## config.mk

```make
export PLATFORM = sky130hd
export DESIGN_NAME = uart_rx_oversample
export DESIGN_NICKNAME = d
export VERILOG_FILES = /design/src/rtl/uart_rx_oversample.sv
export SDC_FILE = /design/constraint.sdc
export NUM_CORES = 1
export LEC_CHECK = 0
export ABC_AREA = 1
export CORE_ASPECT_RATIO = 1.1
export CORE_MARGIN = 8
export CORE_UTILIZATION = 23
export DETAILED_ROUTE_END_ITERATION = 8
export SLEW_MARGIN = 20
export SYNTH_ARGS = -nofsm -noshare
export SYNTH_HDL_FRONTEND = slang
export SYNTH_SLANG_ARGS = --single-unit
```

## constraint.sdc

```tcl
create_clock -name clk -period 1.6 [get_ports clk]
set_input_delay 0.16 -clock clk [delete_from_list [all_inputs] [get_ports clk]]
set_output_delay 0.16 -clock clk [all_outputs]
set_load 0.05 [all_outputs]
```

## src/rtl/uart_rx_oversample.sv

```systemverilog
// Oversampling UART receiver: 16 sample ticks per bit, 7/8/9 majority vote,
// optional parity, framing-error and break detection on the system clock.
module uart_rx_oversample #(
    parameter int CLK_FREQ   = 50_000_000,
    parameter int BAUD_RATE  = 9600,
    parameter int OVERSAMPLE = 16,
    parameter bit PARITY_EN  = 1'b0,
    parameter bit PARITY_ODD = 1'b0
) (
    input  logic       clk,
    input  logic       rst,
    input  logic       rx_enable,
    input  logic       rx_in,
    output logic [7:0] rx_data,
    output logic       rx_valid,
    output logic       rx_busy,
    output logic       frame_err,
    output logic       parity_err,
    output logic [2:0] state_dbg
);

    localparam int DIV = CLK_FREQ / (BAUD_RATE * OVERSAMPLE);
    localparam int TW  = (DIV > 1) ? $clog2(DIV) : 1;
    localparam logic [TW-1:0] DIV_M1 = TW'(DIV - 1);

    typedef enum logic [2:0] {
        IDLE   = 3'd0,
        START  = 3'd1,
        DATA   = 3'd2,
        PARITY = 3'd3,
        STOP   = 3'd4,
        BREAK  = 3'd5
    } state_t;

    state_t          state_q, state_d;
    logic [1:0]      sync_q, sync_d;
    logic            prev_q, prev_d;
    logic [TW-1:0]   tick_cnt_q, tick_cnt_d;
    logic [3:0]      samp_cnt_q, samp_cnt_d;
    logic [2:0]      bit_cnt_q, bit_cnt_d;
    logic [7:0]      shift_q, shift_d;
    logic            s7_q, s7_d, s8_q, s8_d;
    logic            par_bit_q, par_bit_d;
    logic [7:0]      rx_data_q, rx_data_d;
    logic            rx_valid_q, rx_valid_d;
    logic            frame_err_q, frame_err_d;
    logic            parity_err_q, parity_err_d;

    logic rx_s, fall, tick, decide, bit_end, bit_val, parity_ok;

    always_comb begin
        rx_s      = sync_q[1];
        fall      = prev_q & ~rx_s;
        tick      = (tick_cnt_q == DIV_M1);
        decide    = tick && (samp_cnt_q == 4'd9);
        bit_end   = tick && (samp_cnt_q == 4'd15);
        bit_val   = (s7_q & s8_q) | (s7_q & rx_s) | (s8_q & rx_s);
        parity_ok = !PARITY_EN || ((^shift_q ^ par_bit_q) == PARITY_ODD);

        sync_d       = {sync_q[0], rx_in};
        prev_d       = rx_s;
        state_d      = state_q;
        tick_cnt_d   = tick ? '0 : tick_cnt_q + 1'b1;
        samp_cnt_d   = tick ? samp_cnt_q + 4'd1 : samp_cnt_q;
        bit_cnt_d    = bit_cnt_q;
        shift_d      = shift_q;
        s7_d         = (tick && samp_cnt_q == 4'd7) ? rx_s : s7_q;
        s8_d         = (tick && samp_cnt_q == 4'd8) ? rx_s : s8_q;
        par_bit_d    = par_bit_q;
        rx_data_d    = rx_data_q;
        rx_valid_d   = 1'b0;
        frame_err_d  = 1'b0;
        parity_err_d = 1'b0;

        unique case (state_q)
            IDLE: begin
                // Counters restart on the edge so sampling is centred on the bit.
                if (rx_enable && fall) begin
                    state_d    = START;
                    tick_cnt_d = '0;
                    samp_cnt_d = 4'd0;
                    bit_cnt_d  = 3'd0;
                    par_bit_d  = 1'b0;
                end
            end
            START: begin
                if (decide && bit_val) begin
                    state_d = IDLE;
                end else if (bit_end) begin
                    state_d   = DATA;
                    bit_cnt_d = 3'd0;
                end
            end
            DATA: begin
                if (decide) begin
                    shift_d = {bit_val, shift_q[7:1]};
                end
                if (bit_end) begin
                    if (bit_cnt_q == 3'd7) begin
                        state_d = PARITY_EN ? PARITY : STOP;
                    end else begin
                        bit_cnt_d = bit_cnt_q + 3'd1;
                    end
                end
            end
            PARITY: begin
                if (decide) begin
                    par_bit_d = bit_val;
                end
                if (bit_end) begin
                    state_d = STOP;
                end
            end
            STOP: begin
                // Leave at the stop decision so the next start edge is never missed.
                if (decide) begin
                    state_d = IDLE;
                    if (!bit_val) begin
                        frame_err_d = 1'b1;
                        if (shift_q == 8'h00 && !par_bit_q) begin
                            state_d = BREAK;
                        end
                    end else if (!parity_ok) begin
                        parity_err_d = 1'b1;
                    end else begin
                        rx_valid_d = 1'b1;
                        rx_data_d  = shift_q;
                    end
                end
            end
            BREAK: begin
                if (rx_s) begin
                    state_d = IDLE;
                end
            end
            default: state_d = IDLE;
        endcase

        if (!rx_enable) begin
            state_d      = IDLE;
            rx_data_d    = rx_data_q;
            rx_valid_d   = 1'b0;
            frame_err_d  = 1'b0;
            parity_err_d = 1'b0;
        end
    end

    always_ff @(posedge clk) begin
        if (rst) begin
            state_q      <= IDLE;
            sync_q       <= 2'b11;
            prev_q       <= 1'b1;
            tick_cnt_q   <= '0;
            samp_cnt_q   <= 4'd0;
            bit_cnt_q    <= 3'd0;
            shift_q      <= 8'h00;
            s7_q         <= 1'b1;
            s8_q         <= 1'b1;
            par_bit_q    <= 1'b0;
            rx_data_q    <= 8'h00;
            rx_valid_q   <= 1'b0;
            frame_err_q  <= 1'b0;
            parity_err_q <= 1'b0;
        end else begin
            state_q      <= state_d;
            sync_q       <= sync_d;
            prev_q       <= prev_d;
            tick_cnt_q   <= tick_cnt_d;
            samp_cnt_q   <= samp_cnt_d;
            bit_cnt_q    <= bit_cnt_d;
            shift_q      <= shift_d;
            s7_q         <= s7_d;
            s8_q         <= s8_d;
            par_bit_q    <= par_bit_d;
            rx_data_q    <= rx_data_d;
            rx_valid_q   <= rx_valid_d;
            frame_err_q  <= frame_err_d;
            parity_err_q <= parity_err_d;
        end
    end

    assign rx_data    = rx_data_q;
    assign rx_valid   = rx_valid_q;
    assign frame_err  = frame_err_q;
    assign parity_err = parity_err_q;
    assign rx_busy    = (state_q != IDLE);
    assign state_dbg  = state_q;

endmodule

```

[After elaboration in Yosys (flattened, before gate mapping)]
Cells that the tools add are included.
Cells by class
  reduce and logical (&&, ||, !) cells: 20
  add/subtract/negate cells: 3
  bitwise operators: 10
  multiplexer cells: 28
  eq/ne operators: 22
Operators with widths (count)
  2-to-1 mux 3 bit: 15
  2-to-1 mux 9 bit: 3
  != test 2 bit (second input constant): 10
  case mux 3 bit (6 select lines): 1
  == test 4 bit (second input constant): 3
  2-to-1 mux 4 bit: 3
  adder 9 x 1 -> 9 bit (second input constant): 1
  == test 3 bit (second input constant): 3
  == test 9 bit (second input constant): 1
  case mux 3 bit (3 select lines): 1
  zero test 8 bit: 1
  logical AND 1 bit: 7
  AND reduction 7 bit: 1
  == test 3 x 2 -> 1 bit (second input constant): 2
  AND reduction 6 bit: 1
  nonzero test 3 bit: 2
  adder 4 x 1 -> 4 bit (second input constant): 1
  AND 1 bit: 4
  == test 4 x 3 -> 1 bit (second input constant): 1
  2-to-1 mux 1 bit: 4
  NOT 1 bit: 4
  AND reduction 4 bit: 1
  OR reduction 4 bit: 1
  adder 3 x 1 -> 3 bit (second input constant): 1
  10 further kinds: 11
Storage, ports and cells
  bits of input ports: 4
  flip-flop bits (word level): 43
  output and inout bits: 15
  logic and storage cells: 96

[Logic depth before layout (Yosys ltp)]
  word-level depth: 6
  depth in mapped cells: 14

[Worst setup path before layout]
Ideal clock, no wire load.
  path kind: register to register
  from: register state_q[0], in the netlist state_dbg[0]
  to: register tick_cnt_q[5]
  path slack: -0.388 ns
  data arrival time: 1.908 ns
  period minus slack after synthesis: 1.988 ns
  path buffers: 0
  setup time: 0.080 ns
  required time: 1.520 ns
  cell stages (with the launch flop): 9
  path through: dfxtp_1 inv_1 nand2_1 inv_1 nand2_1 nor2_1 nor2_1 nand2_2 nor3b_1
On the way
  cells in the longest elaborated chain, start to end: 2
Ends and longest elaborated chain
  start, declared: line 35  | state_t state_q, state_d;
  start signal, assigned: line 165  | state_q <= state_d;
  zero test 3 bit: line 75  | unique case (state_q)
  2-to-1 mux 9 bit: line 75
  end signal, assigned: line 168  | tick_cnt_q <= tick_cnt_d;
  end, declared: line 38  | logic [TW-1:0] tick_cnt_q, tick_cnt_d;
Every way passes these cells.
A chain may end at the register's enable or synchronous reset.

[Worst setup path after layout]
  from: register tick_cnt_q[0]
  to: register bit_cnt_q[1]
On the way
  cells in the longest elaborated chain, start to end: 5
Ends and longest elaborated chain
  == test 9 bit (*): line 54  | tick = (tick_cnt_q == DIV_M1);
  logical AND 1 bit: line 55  | decide = tick && (samp_cnt_q == 4'd9);
  logical AND 1 bit: line 87  | if (decide && bit_val) begin
  != test 2 bit (no source line)
  AND reduction 6 bit (no source line) (*)
  end signal, assigned: line 170  | bit_cnt_q <= bit_cnt_d;
  end, declared: line 40  | logic [2:0] bit_cnt_q, bit_cnt_d;
Mark *: on every way between the ends. The rest lies on a longest branch, timed or not.

==> flow_summary_export.csv <==
group,metric,value,unit
status,status,"completed",
grt,overflow,0,
sta,period_share,0.973,
worst_setup_path,crit_type,"reg2reg",
power,cellPowerDensity,931,mW/mm^2
clock_tree,numCtsBuffers,5,
worst_setup_path,worstPathCellList,"inv_2, ha_4, nand2_2, inv_2, nand2_4, nor2_8, nand2_4, nand2_2, nand4_1, a21oi_1, nor2_1",
grt,grt_usage,0.0711,
clock_tree,cts.sinks,43,
worst_setup_path,crit_path_max_fanout,5,
place,dpl.hpwl,2.96,mm
sta,rsz0062_at_grt,"true",
power,p_int,1.62,mW
worst_setup_path,critical_path_required,1790,ps
place,port_buffers,17,
drt,firstDrtPassIters,4,
grt,antenna_found_initial,0,
drt,dr.first_iter.drc_count,75,
power,clock_power_share,0.303,
clock_tree,insertion_delay,300,ps
power,swShare,0.315,
sta,finalClockSkew,9.65,ps
floorplan,io_pins,19,
job,drv_cap,0,
clock_tree,hold_buffers,0,
floorplan,die_x,104,um
sta,timing.hold.ws,417,ps
worst_setup_path,critPathTopFamily,"simple AND/OR/NAND/NOR gates",
power,p_leak,1.13,nW
layout,area_delta_synth_final,28.4,%
power,seqPwrFrac,0.486,
floorplan,num_rows,35,
clock_tree,tritoncts,"built",
clock_tree,clkTransAtPathRegs,90,ps
min_path,hp-class,"in2reg",
layout,n_antenna_cell,0,
clock_tree,htreeDepth,2,
worst_setup_path,timing.critical_path.buf_inv,2,
synth,synth_flop_cell,"dfxtp_1",
power,p_sw,744,uW
drt,postRouteAntennaNets,0,
synth,syn_inst,259,
synth,ys_types,35,
sta,setup_viol,0,
grt,grt_max_degree,19,
synth,syn_area,0.00198,mm^2
grt,grt_pass1_wl,7.13,mm
floorplan,core_area,0.00836,mm^2
worst_setup_path,cpPeakStageDelay,330,ps
worst_setup_path,cp_slowest_cell,"dfxtp_2",
drt,vias,1708,
synth,synth_nets,270,
layout,drive_above_1_share,0.262,
worst_setup_path,crit_path_start_kind,"flip-flop",
worst_setup_path,worst_ep_arrival_time,1750,ps
synth,synth_edf_count,0,
synth,yosys_warnings,0,
sta,fmax,642,MHz
floorplan,die_h,113,um
clock_tree,cts_buffer_depth,2,
layout,nets,308,
drt,via_per_inst,4.18,
floorplan,die_area,0.0118,mm^2
synth,avgSynthCellArea,7.63,um^2
worst_setup_path,endpoint_kind,"flip-flop",
place,gp_congestion,0.855,
drt,drc,0,
floorplan,start_util,0.236,
sta,layout_min_cycle_time,1560,ps
power,p_comb_frac,0.211,
sta,finalHoldViolCount,0,
drt,wire_per_inst,9.95,um
synth,ys_seq_elements,43,
grt,grt_pass1_vias,1724,
worst_setup_path,r2r_slack,40,ps
synth,synth-async-reset-ratio,0,
synth,ys_seq_area_frac,0.436,
sta,fin_tns_setup,0,ps
drt,routed_wl,4.07,mm
sta,drv_slew,0,
clock_tree,root_buffer,"clkbuf_8",
power,irDropWorstVdd,0.000310,V
worst paths after layout:
kind,endpoint,cells after the start,startpoint
hold / removal,sync_q[0],2,rx_in
setup / recovery,bit_cnt_q[1],11,tick_cnt_q[0]
hold reg to reg,sync_q[1],1,sync_q[0]
setup reg to reg,bit_cnt_q[1],11,tick_cnt_q[0]
cells in the final DEF (no fill, tap or decap), types with 7 or more instances in the layout:
cell     netlist  final
buf_4          2     32
inv_1         38     35
nor3_1         9      9
o21ai_1        1      7
nand2_1       31     26
nand2_2        5      8
o21ai_0       20     13
nor2_1        42     42
a21oi_1       17     17
dfxtp_1       43     38
synth_stat cells (2+ instances only):
master	count	share of area
a21oi_1	17	0.043
a31oi_1	2	0.0063
and3_1	2	0.0063
buf_4	2	0.0076
clkbuf_1	2	0.0038
dfxtp_1	43	0.44
ha_1	7	0.044
inv_1	38	0.072
nand2_1	31	0.059
nand2_2	5	0.016
nand2_4	2	0.011
nand3_1	7	0.018
nand4_1	5	0.016
nor2_1	42	0.080
nor2_2	3	0.0095
nor3_1	9	0.023
o21ai_0	20	0.051
or2_2	2	0.0063
xnor2_1	3	0.013
xor2_1	2	0.0089
stage by stage:
step	utilization	power [mW]	setup slack [ps]	instances	cell area, um^2
floorplan	-	1.50	44.9	259	1990
global placement	0.279	1.64	29.3	394	2330
detailed placement	0.279	1.65	-5.32	394	2330
CTS	0.291	2.36	4.05	403	2430
global route	0.303	2.50	-86.1	409	2540
finish	0.303	2.36	43.3	409	2540
flip-flops by register name, summed over array words and instances, names as in the netlist, 2 cells and up:
name,count
tick_cnt_q,9
rx_data,8
shift_q,8
samp_cnt_q,4
bit_cnt_q,3
state_dbg,3
sync_q,2
layout make-up:
cell class,count,area [um^2]
Inverter,39,146
Multi-Input combinational cell,172,1000
Tap cell,111,139
Clock buffer,5,68.8
Clock inverter,3,25.0
Fill cell,887,5830
Sequential cell,43,867
Timing Repair Buffer,36,290
power groups by stage:
stage               clock network, mW  logic (mW)  registers [mW]
detailed placement                  0       0.474            1.17
finish                          0.715       0.498            1.15
global placement                    0       0.469            1.17
global route                    0.786       0.561            1.16
CTS                             0.741       0.475            1.15
floorplan                           0       0.296            1.20
worst reg2reg max path: stages, from the launching register on:
cell and delay, ps:
dfxtp_2 330, inv_2 70, ha_4 120, nand2_2 40, inv_2 60, nand2_4 60
nor2_8 180, nand2_4 80, nand2_2 50, nand4_1 200, a21oi_1 190, nor2_1 60
cells by family after synthesis:
kind of cell | synth area share
xor+xnor | 0.0222
other cells | 0.00190
fa+ha+maj | 0.0443
flops | 0.436
buf+inv | 0.0937
compound gates | 0.130
simple gates | 0.272
layer usage:
metal	vias up	GRT usage	share of wire	wire [um]
li1	911	-	-	-
met1	765	0.0749	0.46	1880
met2	25	0.126	0.47	1920
met3	7	0.0267	0.054	220
met4	0	0.0271	0.013	54
met5	-	0	0	0
repair_timing:
| action | 4_1_cts | 5_1_grt |
|---|---|---|
| cloned | 0 | 1 |
| setup buffers | 1 | 5 |
| resized for setup | 0 | 25 |
| pin swaps | 0 | 11 |
| endpoints found under the setup margin | 4 | 26 |
No activity file was read; power rests on OpenSTA's default activity.
==> RTL edit: new RTL, config.mk and constraints unchanged <==
`OVERSAMPLE`: 16 -> 32.
--- a/src/rtl/uart_rx_oversample.sv
+++ b/src/rtl/uart_rx_oversample.sv
@@ -4,5 +4,5 @@
     parameter int CLK_FREQ   = 50_000_000,
     parameter int BAUD_RATE  = 9600,
-    parameter int OVERSAMPLE = 16,
+    parameter int OVERSAMPLE = 32,
     parameter bit PARITY_EN  = 1'b0,
     parameter bit PARITY_ODD = 1'b0
Formal check against the unedited RTL: same outputs for any inputs over 10 cycles, from zero or initial values and one cycle with rst high; that may be too few to reach the edited logic, so the function may still have changed.
==> RTL edit against the unedited design <==
- cell area up 2.7%
- first-iteration DRC count increased by 64%
- critical path depth down 1
- combinational power up 4%
- clock power increased by 0.7%
- core utilization grew 0.65 points
- worst setup slack hardly changed
- sequential cell count shrank 1
- power increased by 0.15%
- area after synthesis up 1.5%
- wire length increased by 8.5%
- largest power group unchanged
==> RTL edit: results (changes against the unedited design) <==
Place
  – Placed Area: 2340 µm² (+0.54%)

Power
  – Sw power: 0.737 mW (-0.92%)
  – Peak VDD IR: 330 µV (+6.6%)
  – Leakage: 1.15 nW (+1.4%)
  – Combinational power: 0.517 mW (+4%)
  – Seq pwr share: 47.7% (-0.9 points)

Finish
  – Multi-In Gates: 180 (+4.7%)
  – Filler instances: 907 (+2.3%)
  – Clock buffer count: 6 (+1)
  – Plain + repair buffers: 32 (-11%)
  – Seq/total area: 32.7% (-1.5 points)
  – Multi-input gate area: 1090 µm² (+9.5%)
  – Clock network area share: 3.65% (-0.048 points)
  – NonClk Buf Share: 10.6% (-0.83 points)
  – Nets: 311 (+0.97%)
  – Sequential cell count: 42 (-2.3%)

Min path
  – Worst Hold End: sync_q[1]
  – Hold crit path type: flip-flop to flip-flop
  – WHS Path Cells: 1 (-1)

Synth
  – Seq/Total Area, Yosys: 41.9% (-1.7 points)
  – Net count after synthesis: 276 (+2.2%)
  – Synth unique cells: 33 (-5.7%)

CTS
  – Post-CTS Setup Inserts: 3 (+2)
  – CTS resizes: 15 (+15)

Global routing
  – GRT Total Usage: 7.57% (+0.46 points)
  – Largest net degree at the start of global routing: 20 (+1)
  – Number of global-route vias before repair: 1691 (-1.9%)

Timing
  – Layout Skew: 0.00533 ns (-0.00431 ns)
  – Setup slack after layout: 0.0433 ns (+0.0000280 ns)

Setup path
  – CP Capture Point: rx_data[1]
  – R2R Path End: rx_data[1]

Route
  – Via count: 1757 (+2.9%)
  – Avg WL per Cell: 10.7 µm (+7.7%)
  – Total Wirelength: 4420 µm (+8.5%)

Status
  – Status: finished clean
## RTL edit: changes by cell type after synthesis, moves of 3 or more
cell and delta:
a21oi_1 +11, nand2_1 +10, nand3_1 +4, nand4_1 -3, nor2_1 -6, nor3_1 -3
o21ai_0 +3, xnor2_1 -3
## RTL edit: per-layer routing
layer  vias up  global-route usage [%]  wire [µm]
met3         8                    2.59        211
met5         -                       0          0
met2        27                    12.4       2030
met1       799                    8.83       2100
li1        923                       -          -
met4         0                    3.05         76
## RTL edit: worst max-delay path: stages (launching register included)
cell	delay, ns
dfxtp_2	0.37
ha_4	0.14
inv_2	0.04
nor2_4	0.08
nand2_4	0.07
nor2_8	0.16
nand3_4	0.12
nor3_4	0.13
buf_6	0.16
o21ai_0	0.08
a21oi_1	0.13
## RTL edit: logic make-up after synthesis
kind of cell / synth area share, %
adder cells (fa/ha/maj): 4.37
AO/OA/AOI/OAI: 14.6
other: 0.187
XOR/XNOR: 0.437
flip-flops: 41.9
AND/OR/NAND/NOR: 29.8
buffers and inverters: 8.73
